==> config.mk <==
export PLATFORM = sky130hd
export DESIGN_NAME = mmio_timer_bridge
export DESIGN_NICKNAME = d
export VERILOG_FILES = /design/src/rtl/mmio_timer_bridge.sv
export SDC_FILE = /design/constraint.sdc
export NUM_CORES = 1
export LEC_CHECK = 0
export BUFFER_PORTS_ARGS = -buffer_cell sky130_fd_sc_hd__buf_2
export CORE_MARGIN = 10
export CORE_UTILIZATION = 30
export CTS_CLUSTER_SIZE = 14
export DETAILED_ROUTE_END_ITERATION = 16
export HOLD_SLACK_MARGIN = 0.03
export PLACE_DENSITY = 0.66
export SETUP_SLACK_MARGIN = 0.5
export SLEW_MARGIN = 15
export SYNTH_ARGS = -nofsm -noshare
export SYNTH_HDL_FRONTEND = slang
export SYNTH_SLANG_ARGS = --single-unit
==> constraint.sdc <==
create_clock -name clk -period 6.2 [get_ports clk]
set_input_delay 1.86 -clock clk [delete_from_list [all_inputs] [get_ports clk]]
set_output_delay 1.86 -clock clk [all_outputs]
set_load 0.05 [all_outputs]
==> src/rtl/mmio_timer_bridge.sv <==
// mmio_timer_bridge: memory-mapped I/O bridge for the multicycle MIPS core.
// Decodes a 256-byte window at BASE. Inside the window it exposes an LED
// register, a free-running cycle counter and, when MMIO_TIMER_EN is defined,
// a down-counting interval timer with an expiry flag driving irq.
// All other accesses pass straight through to the unified memory.
// Optional feature macro: MMIO_TIMER_EN (undefined = no timer hardware).
module mmio_timer_bridge #(
  parameter logic [31:0] BASE = 32'hFFFF_FF00,
  parameter int          LEDW = 8
) (
  input  logic            clk,
  input  logic            reset,
  input  logic [31:0]     adr,
  input  logic [31:0]     writedata,
  input  logic            memwrite,
  input  logic [31:0]     memrd,
  output logic            memwe,
  output logic [31:0]     readdata,
  output logic [LEDW-1:0] led,
  output logic            irq
);

  localparam logic [2:0] OFF_LED    = 3'd0;
  localparam logic [2:0] OFF_CYCLE  = 3'd1;
  localparam logic [2:0] OFF_TLOAD  = 3'd2;
  localparam logic [2:0] OFF_TCTRL  = 3'd3;
  localparam logic [2:0] OFF_TCOUNT = 3'd4;

  logic        hit;
  logic        reg_hit;
  logic [2:0]  off;
  logic        reg_wr;
  logic [31:0] reg_rdata;

  logic [LEDW-1:0] led_q, led_d;
  logic [31:0]     cycle_q, cycle_d;

  // Byte-lane bits are ignored; writedata bits above LEDW are unused without the timer.
  logic unused_bits;
  assign unused_bits = ^{adr[1:0], writedata};

  // Window decode: any in-window address is swallowed, but only adr[7:5]==0 selects a register.
  assign hit     = (adr[31:8] == BASE[31:8]);
  assign reg_hit = hit && (adr[7:5] == 3'b000);
  assign off     = adr[4:2];
  assign reg_wr  = memwrite && reg_hit;

  // In-window stores never reach memory.
  assign memwe = memwrite & ~hit;

  // LED register and cycle counter next state.
  always_comb begin
    led_d   = led_q;
    cycle_d = cycle_q + 32'd1;
    if (reg_wr && (off == OFF_LED)) begin
      led_d = writedata[LEDW-1:0];
    end
  end

  // LED register and free-running cycle counter.
  always_ff @(posedge clk) begin
    if (reset) begin
      led_q   <= '0;
      cycle_q <= '0;
    end else begin
      led_q   <= led_d;
      cycle_q <= cycle_d;
    end
  end

  assign led = led_q;

`ifdef MMIO_TIMER_EN
  logic [31:0] tload_q, tload_d;
  logic [31:0] tcount_q, tcount_d;
  logic        en_q, en_d;
  logic        auto_q, auto_d;
  logic        exp_q, exp_d;
  logic        expire;

  // Timer step first, then bus writes override: a TLOAD write beats the
  // decrement/reload, a TCTRL write sets EN/AUTO, and an expiry beats W1C.
  always_comb begin
    tload_d  = tload_q;
    tcount_d = tcount_q;
    en_d     = en_q;
    auto_d   = auto_q;
    exp_d    = exp_q;
    expire   = 1'b0;

    if (en_q) begin
      if (tcount_q != 32'd0) begin
        tcount_d = tcount_q - 32'd1;
      end else begin
        expire = 1'b1;
        if (auto_q) begin
          tcount_d = tload_q;
        end else begin
          en_d = 1'b0;
        end
      end
    end

    if (reg_wr && (off == OFF_TLOAD)) begin
      tload_d  = writedata;
      tcount_d = writedata;
    end

    if (reg_wr && (off == OFF_TCTRL)) begin
      en_d   = writedata[0];
      auto_d = writedata[1];
      if (writedata[2]) begin
        exp_d = 1'b0;
      end
    end

    if (expire) begin
      exp_d = 1'b1;
    end
  end

  // Timer state registers.
  always_ff @(posedge clk) begin
    if (reset) begin
      tload_q  <= '0;
      tcount_q <= '0;
      en_q     <= 1'b0;
      auto_q   <= 1'b0;
      exp_q    <= 1'b0;
    end else begin
      tload_q  <= tload_d;
      tcount_q <= tcount_d;
      en_q     <= en_d;
      auto_q   <= auto_d;
      exp_q    <= exp_d;
    end
  end

  assign irq = exp_q;
`else
  assign irq = 1'b0;
`endif

  // Register read mux; unmapped offsets and the absent timer read as zero.
  always_comb begin
    reg_rdata = 32'd0;
    if (reg_hit) begin
      case (off)
        OFF_LED:    reg_rdata = 32'(led_q);
        OFF_CYCLE:  reg_rdata = cycle_q;
`ifdef MMIO_TIMER_EN
        OFF_TLOAD:  reg_rdata = tload_q;
        OFF_TCTRL:  reg_rdata = {29'd0, exp_q, auto_q, en_q};
        OFF_TCOUNT: reg_rdata = tcount_q;
`endif
        default:    reg_rdata = 32'd0;
      endcase
    end
  end

  assign readdata = hit ? reg_rdata : memrd;

endmodule

Yosys cells after proc, flatten, opt, wreduce, memory -nomap -nowiden. Index checks and enable logic that the tools add are counted.

Add/sub/neg operators: 1. Multiply operators: 0. Div/mod/pow operators: 0. $lt $le $gt $ge: 0. Equal/unequal tests: 2. Shifts and indexed selects: 0. Multiplexer cells: 3. Bitwise logic cells: 2. Reduce and logical (&&, ||, !) cells: 5.

Operator list (number): two-way mux 32 bit (2); case mux 32 bit (2 select lines) (1); adder 32 x 1 -> 32 bit, second input constant (1); equality test 24 bit, second input constant (1); logical NOT 3 bit (2); equality test 3 x 1 -> 1 bit, second input constant (1); logical AND 1 bit (3); AND 1 bit (1); inverter 1 bit (1).

Register bits: 40. Latch bits: 0. Bits in writable memories: 0. Bits in read-only memories: 0. Input port bits: 99. Output and inout port bits: 42. Memories kept: 0.

Logic depth before layout (Yosys ltp).
Depth in word-level cells: 4. Gate-level depth with buffers: 7. Mapped depth without buffers: 5.

Worst setup path after synthesis. No wires, ideal clock.

Kind: input to output. Start point: in adr[28]. End point: out readdata[12]. Arrival: 4.053 ns. Data required time: 4.340 ns. Path slack: 0.287 ns. Stages: 7. Cells stage by stage: nand4_1 > or4_1 > clkbuf_1 > or3_1 > buf_2 > buf_2 > mux2i_1.

Cells in the longest elaborated chain, start to end: 4.

Ends and longest elaborated chain: from (decl) (RTL line 13) `input logic [31:0] adr,`; equality test 24 bit * (RTL line 43) `assign hit = (adr[31:8] == BASE[31:8]);`; logical AND 1 bit (RTL line 44) `assign reg_hit = hit && (adr[7:5] == 3'b000);`; two-way mux 32 bit (RTL line 147) `if (reg_hit) begin`; two-way mux 32 bit * (RTL line 161) `assign readdata = hit ? reg_rdata : memrd;`; to (decl) (RTL line 18) `output logic [31:0] readdata,`.

Mark *: on every way between the ends. The rest lies on a longest branch, timed or not.

Worst setup path in the final report.
Start point: in adr[28]. End point: out readdata[7].

The elaborated chain is that of the path after synthesis.

==> metrics.md <==
| Metric | Value |
|---|---|
| Most numerous cell types in the synthesized netlist | `sky130_fd_sc_hd__dfxtp_1 (40), sky130_fd_sc_hd__inv_1 (38), sky130_fd_sc_hd__mux2i_1 (32), sky130_fd_sc_hd__nand2_1 (32), sky130_fd_sc_hd__a21oi_1 (26)` |
| Rel. slew slack | `48.0%` |
| Proportion of layout cells with a drive suffix above 1 | `32.6%` |
| Synthesized-area fraction occupied by adder cells | `0.490%` |
| Number of max-cap violations | `0` |
| Via total after detailed routing | `2,615` |
| Proportion of synthesized chip area in sequential cells | `31.4%` |
| Placement Rows | `33` |
| End point of the worst hold path | `cycle_q[0]$_SDFF_PP0_` |
| Power density over the cells | `162 nW/um^2` |
| Sw frac | `28.7%` |
| Comb pwr share | `18.6%` |
| Outcome | `finished, final reports clean` |
| Share of the synthesized netlist area taken by xor and xnor gates | `3.78%` |
| Antenna Diode Count | `0` |
| Static leakage | `1.50 nW` |
| Reg2reg end | `cycle_q[31]$_SDFF_PP0_` |
| First-pass GRT wire length | `12,000 um` |
| Clock tree from TritonCTS | `done` |
| Fin. Hold Viols | `0` |
| Pre-Repair DR Iteration Count | `4` |
| Number of standard cells after synthesis | `330` |
| Antenna violation net count after detailed routing | `0` |
| Sum of routed wire length over all layers | `7470 um` |
| Simple-gate portion of the synthesized area | `26.5%` |
| Synthesized Nets | `430` |
| Average cell area after synthesis | `7.73 um^2` |
| Dominant cell by count in the synthesized netlist | `sky130_fd_sc_hd__dfxtp_1` |
| Most used flip-flop cell after synthesis | `sky130_fd_sc_hd__dfxtp_1` |
| Antenna violations before repair | `0` |
| Critical path data required time | `4.34 ns` |
| Vertical extent of the die | `112 um` |
| WHS Path Cells | `1` |
| Final count of pins violating max slew | `0` |
| Synth Area in Compound Gates | `11.1%` |
| Number of synthesized register bits | `40` |
| Cell chosen for the clock root | `sky130_fd_sc_hd__clkbuf_8` |
| Post-synthesis cell type with the largest combined area | `sky130_fd_sc_hd__dfxtp_1` |
| Worst r2r path cells | `4` |
| Post-synthesis cell area | `2550 um^2` |
| Setup slack of the critical path after layout | `0.654 ns` |
| Total number of clock tree sinks | `40` |
| Int Pwr | `0.383 mW` |
| Share of cell area taken by muxes after synthesis | `16.5%` |
| Max Freq | `0.180 GHz` |
| Final cycle utilization of the critical path | `89.5%` |
| Area delta synth->final | `30.4%` |
| Die width | `112 um` |
| Setup Skew | `0.00557 ns` |
| Vias per std cell | `4.86` |
| Critical path startpoint category | `primary input` |
| CORE AREA | `8260 um^2` |
| Switching power | `0.155 mW` |
| Net total in the final layout | `532` |
| Critical hold path startpoint | `cycle_q[0]$_SDFF_PP0_` |
| Remaining global-route overflow | `0` |
| Setup_tns | `0 ns` |
| Htree depth | `2` |
| Reg power frac | `48.4%` |
| Worst ir drop on vdd | `0.0765 mV` |
| Number of warnings printed during yosys synthesis | `0` |
| Via count of the first global-routing pass | `2,636` |
| Flop2flop setup slack | `3.78 ns` |
| Clock power share | `33.0%` |
| Number of buffers added on ports | `113` |
| Clock Tree Buf Depth | `2` |
| Main combinational cell family by area after synthesis | `simple AND/OR/NAND/NOR gates` |
| Post-synth top area share | `31.4%` |
| Fraction of registers with async set/reset | `0%` |
| Setup repair after global routing missed its margin | `no` |
| Count of unique library cells instantiated by Yosys | `33` |
| Origin of the critical flop-to-flop path | `cycle_q[3]$_SDFF_PP0_` |
| Die outline area | `12,600 um^2` |
| Total clock buffers created by CTS | `5` |
| Biggest fanout along the worst timing path | `17` |
| Final min period | `5.55 ns` |
| Tightest Pin Transition | `0.781 ns` |
| Critical path arrival | `3.69 ns` |
| Worst hold path type | `reg2reg` |
| Setup bufs post-CTS | `0` |
| Final weighted congestion in routability-driven placement | `0.781` |
| Crit path kind | `in2out` |
| Clock network latency to the later pin of the worst-skew pair | `0.29 ns` |
| DRC violation count after routing | `0` |
| Pre-CTS setup slack | `0.396 ns` |
| Critical Path Sink Type | `output port` |
| Post-DP HPWL | `5680 um` |
| Initial DRC Count | `83` |
| Total of endpoints with negative setup slack in the final report | `0` |
| Global router's overall resource usage | `10.9%` |
| Largest net degree at the start of global routing | `42` |
| Routed length per instance | `13.9 um` |
| Initial Util | `30.9%` |
| Synth top area cells | `sky130_fd_sc_hd__dfxtp_1 (31%), sky130_fd_sc_hd__mux2i_1 (13%), sky130_fd_sc_hd__inv_1 (5.6%)` |
| Ports placed on the boundary | `141` |
| Clk pin slew, worst setup/hold paths | `0.07 ns` |
| Number of synthesized flops with an enable pin | `0` |
## worst max-delay path by stage
stage | to | cells past startpoint | from
6_report | readdata[7] | 7 | adr[28]
5_1_grt | readdata[7] | 7 | adr[27]
4_1_cts | readdata[7] | 7 | adr[27]
3_5_place_dp | readdata[7] | 7 | adr[28]
3_3_place_gp | readdata[2] | 7 | adr[28]
2_1_floorplan | readdata[12] | 7 | adr[28]
## registers in the layout (all words and copies together) (netlist names)
| register | count |
|---|---|
| cycle_q | 32 |
| led | 8 |
## layout by cell type (no fill, tap or decap), types with 2 or more instances in the layout
| cell | n |
|---|---|
| sky130_fd_sc_hd__o21ai_0 | 17 |
| sky130_fd_sc_hd__or2_2 | 2 |
| sky130_fd_sc_hd__and2_1 | 2 |
| sky130_fd_sc_hd__clkbuf_1 | 2 |
| sky130_fd_sc_hd__nor2b_1 | 2 |
| sky130_fd_sc_hd__nand2_1 | 32 |
| sky130_fd_sc_hd__xor2_1 | 6 |
| sky130_fd_sc_hd__nand4_1 | 13 |
| sky130_fd_sc_hd__mux2_1 | 4 |
| sky130_fd_sc_hd__mux2i_1 | 26 |
| sky130_fd_sc_hd__clkbuf_8 | 6 |
| sky130_fd_sc_hd__a21oi_1 | 26 |
| sky130_fd_sc_hd__o31ai_1 | 9 |
| sky130_fd_sc_hd__buf_2 | 112 |
| sky130_fd_sc_hd__or3_1 | 19 |
| sky130_fd_sc_hd__or4_1 | 13 |
| sky130_fd_sc_hd__and4_1 | 2 |
| sky130_fd_sc_hd__nor3_1 | 3 |
| sky130_fd_sc_hd__xnor2_1 | 5 |
| sky130_fd_sc_hd__nand3_1 | 8 |
| sky130_fd_sc_hd__dfxtp_1 | 40 |
| sky130_fd_sc_hd__buf_4 | 2 |
| sky130_fd_sc_hd__inv_1 | 38 |
| sky130_fd_sc_hd__nor2_1 | 21 |
| sky130_fd_sc_hd__or4_4 | 2 |
| sky130_fd_sc_hd__mux2_2 | 5 |
| sky130_fd_sc_hd__mux2i_2 | 6 |
## logic make-up (layout without fill, tap and decap cells)
group	count (synthesis)	after routing
AO/OA/AOI/OAI	52	52
AND/OR/NAND/NOR	124	124
adder cells (fa/ha/maj)	1	1
multiplexers	41	41
buffers and inverters	60	163
flip-flops	40	40
XOR/XNOR	11	11
other	1	1
## routing by layer
metal / routed length (um) / share of wire, % / track usage, % / up-vias
li1: - / - / - / 1352
met1: 3210 / 43 / 11.8 / 1183
met2: 3630 / 49 / 19.7 / 73
met3: 554 / 7.4 / 4.10 / 7
met4: 72 / 0.96 / 2.62 / 0
met5: 0 / 0 / 0 / -
## worst max-delay path, cell delays in order
cell,delay [ns]
sky130_fd_sc_hd__buf_2,0.07
sky130_fd_sc_hd__nand4_1,0.09
sky130_fd_sc_hd__or4_4,0.56
sky130_fd_sc_hd__or3_4,0.39
sky130_fd_sc_hd__buf_12,0.18
sky130_fd_sc_hd__mux2_1,0.31
sky130_fd_sc_hd__clkbuf_4,0.21
## what timing repair did
item	in CTS	in global routing
hold buffers	0	0
pin swaps	0	0
endpoints found under the setup margin	30	27
gates resized for setup	3	3
gates cloned	0	1
## layout make-up
cell class	count	area [um^2]
fillers	880	4930
multi-input cells	230	1530
flip-flops and latches	40	801
repair buffers	117	628
inverters	38	143
well taps	105	131
clock buffers	8	90.1
## per-stage QoR
stage	power, mW	instances	hold WS [ns]	area [um^2]	util [%]
after floorplan	0.331	330	0.429	2570	-
after global placement	0.365	529	0.452	3190	38.6
after detailed placement	0.367	529	0.471	3190	38.6
after CTS	0.544	537	0.489	3290	39.8
after global routing	0.564	538	0.514	3330	40.3
final	0.538	538	0.478	3330	40.3
## power by group through the flow
stage / sequential, mW / clock, mW / combinational (mW)
floorplan: 0.266 / 0 / 0.0651
global placement: 0.266 / 0 / 0.0993
detailed placement: 0.266 / 0 / 0.101
CTS: 0.260 / 0.182 / 0.101
global route: 0.260 / 0.195 / 0.108
finish: 0.260 / 0.177 / 0.100
Note: power is estimated with default switching activity, not from simulation.
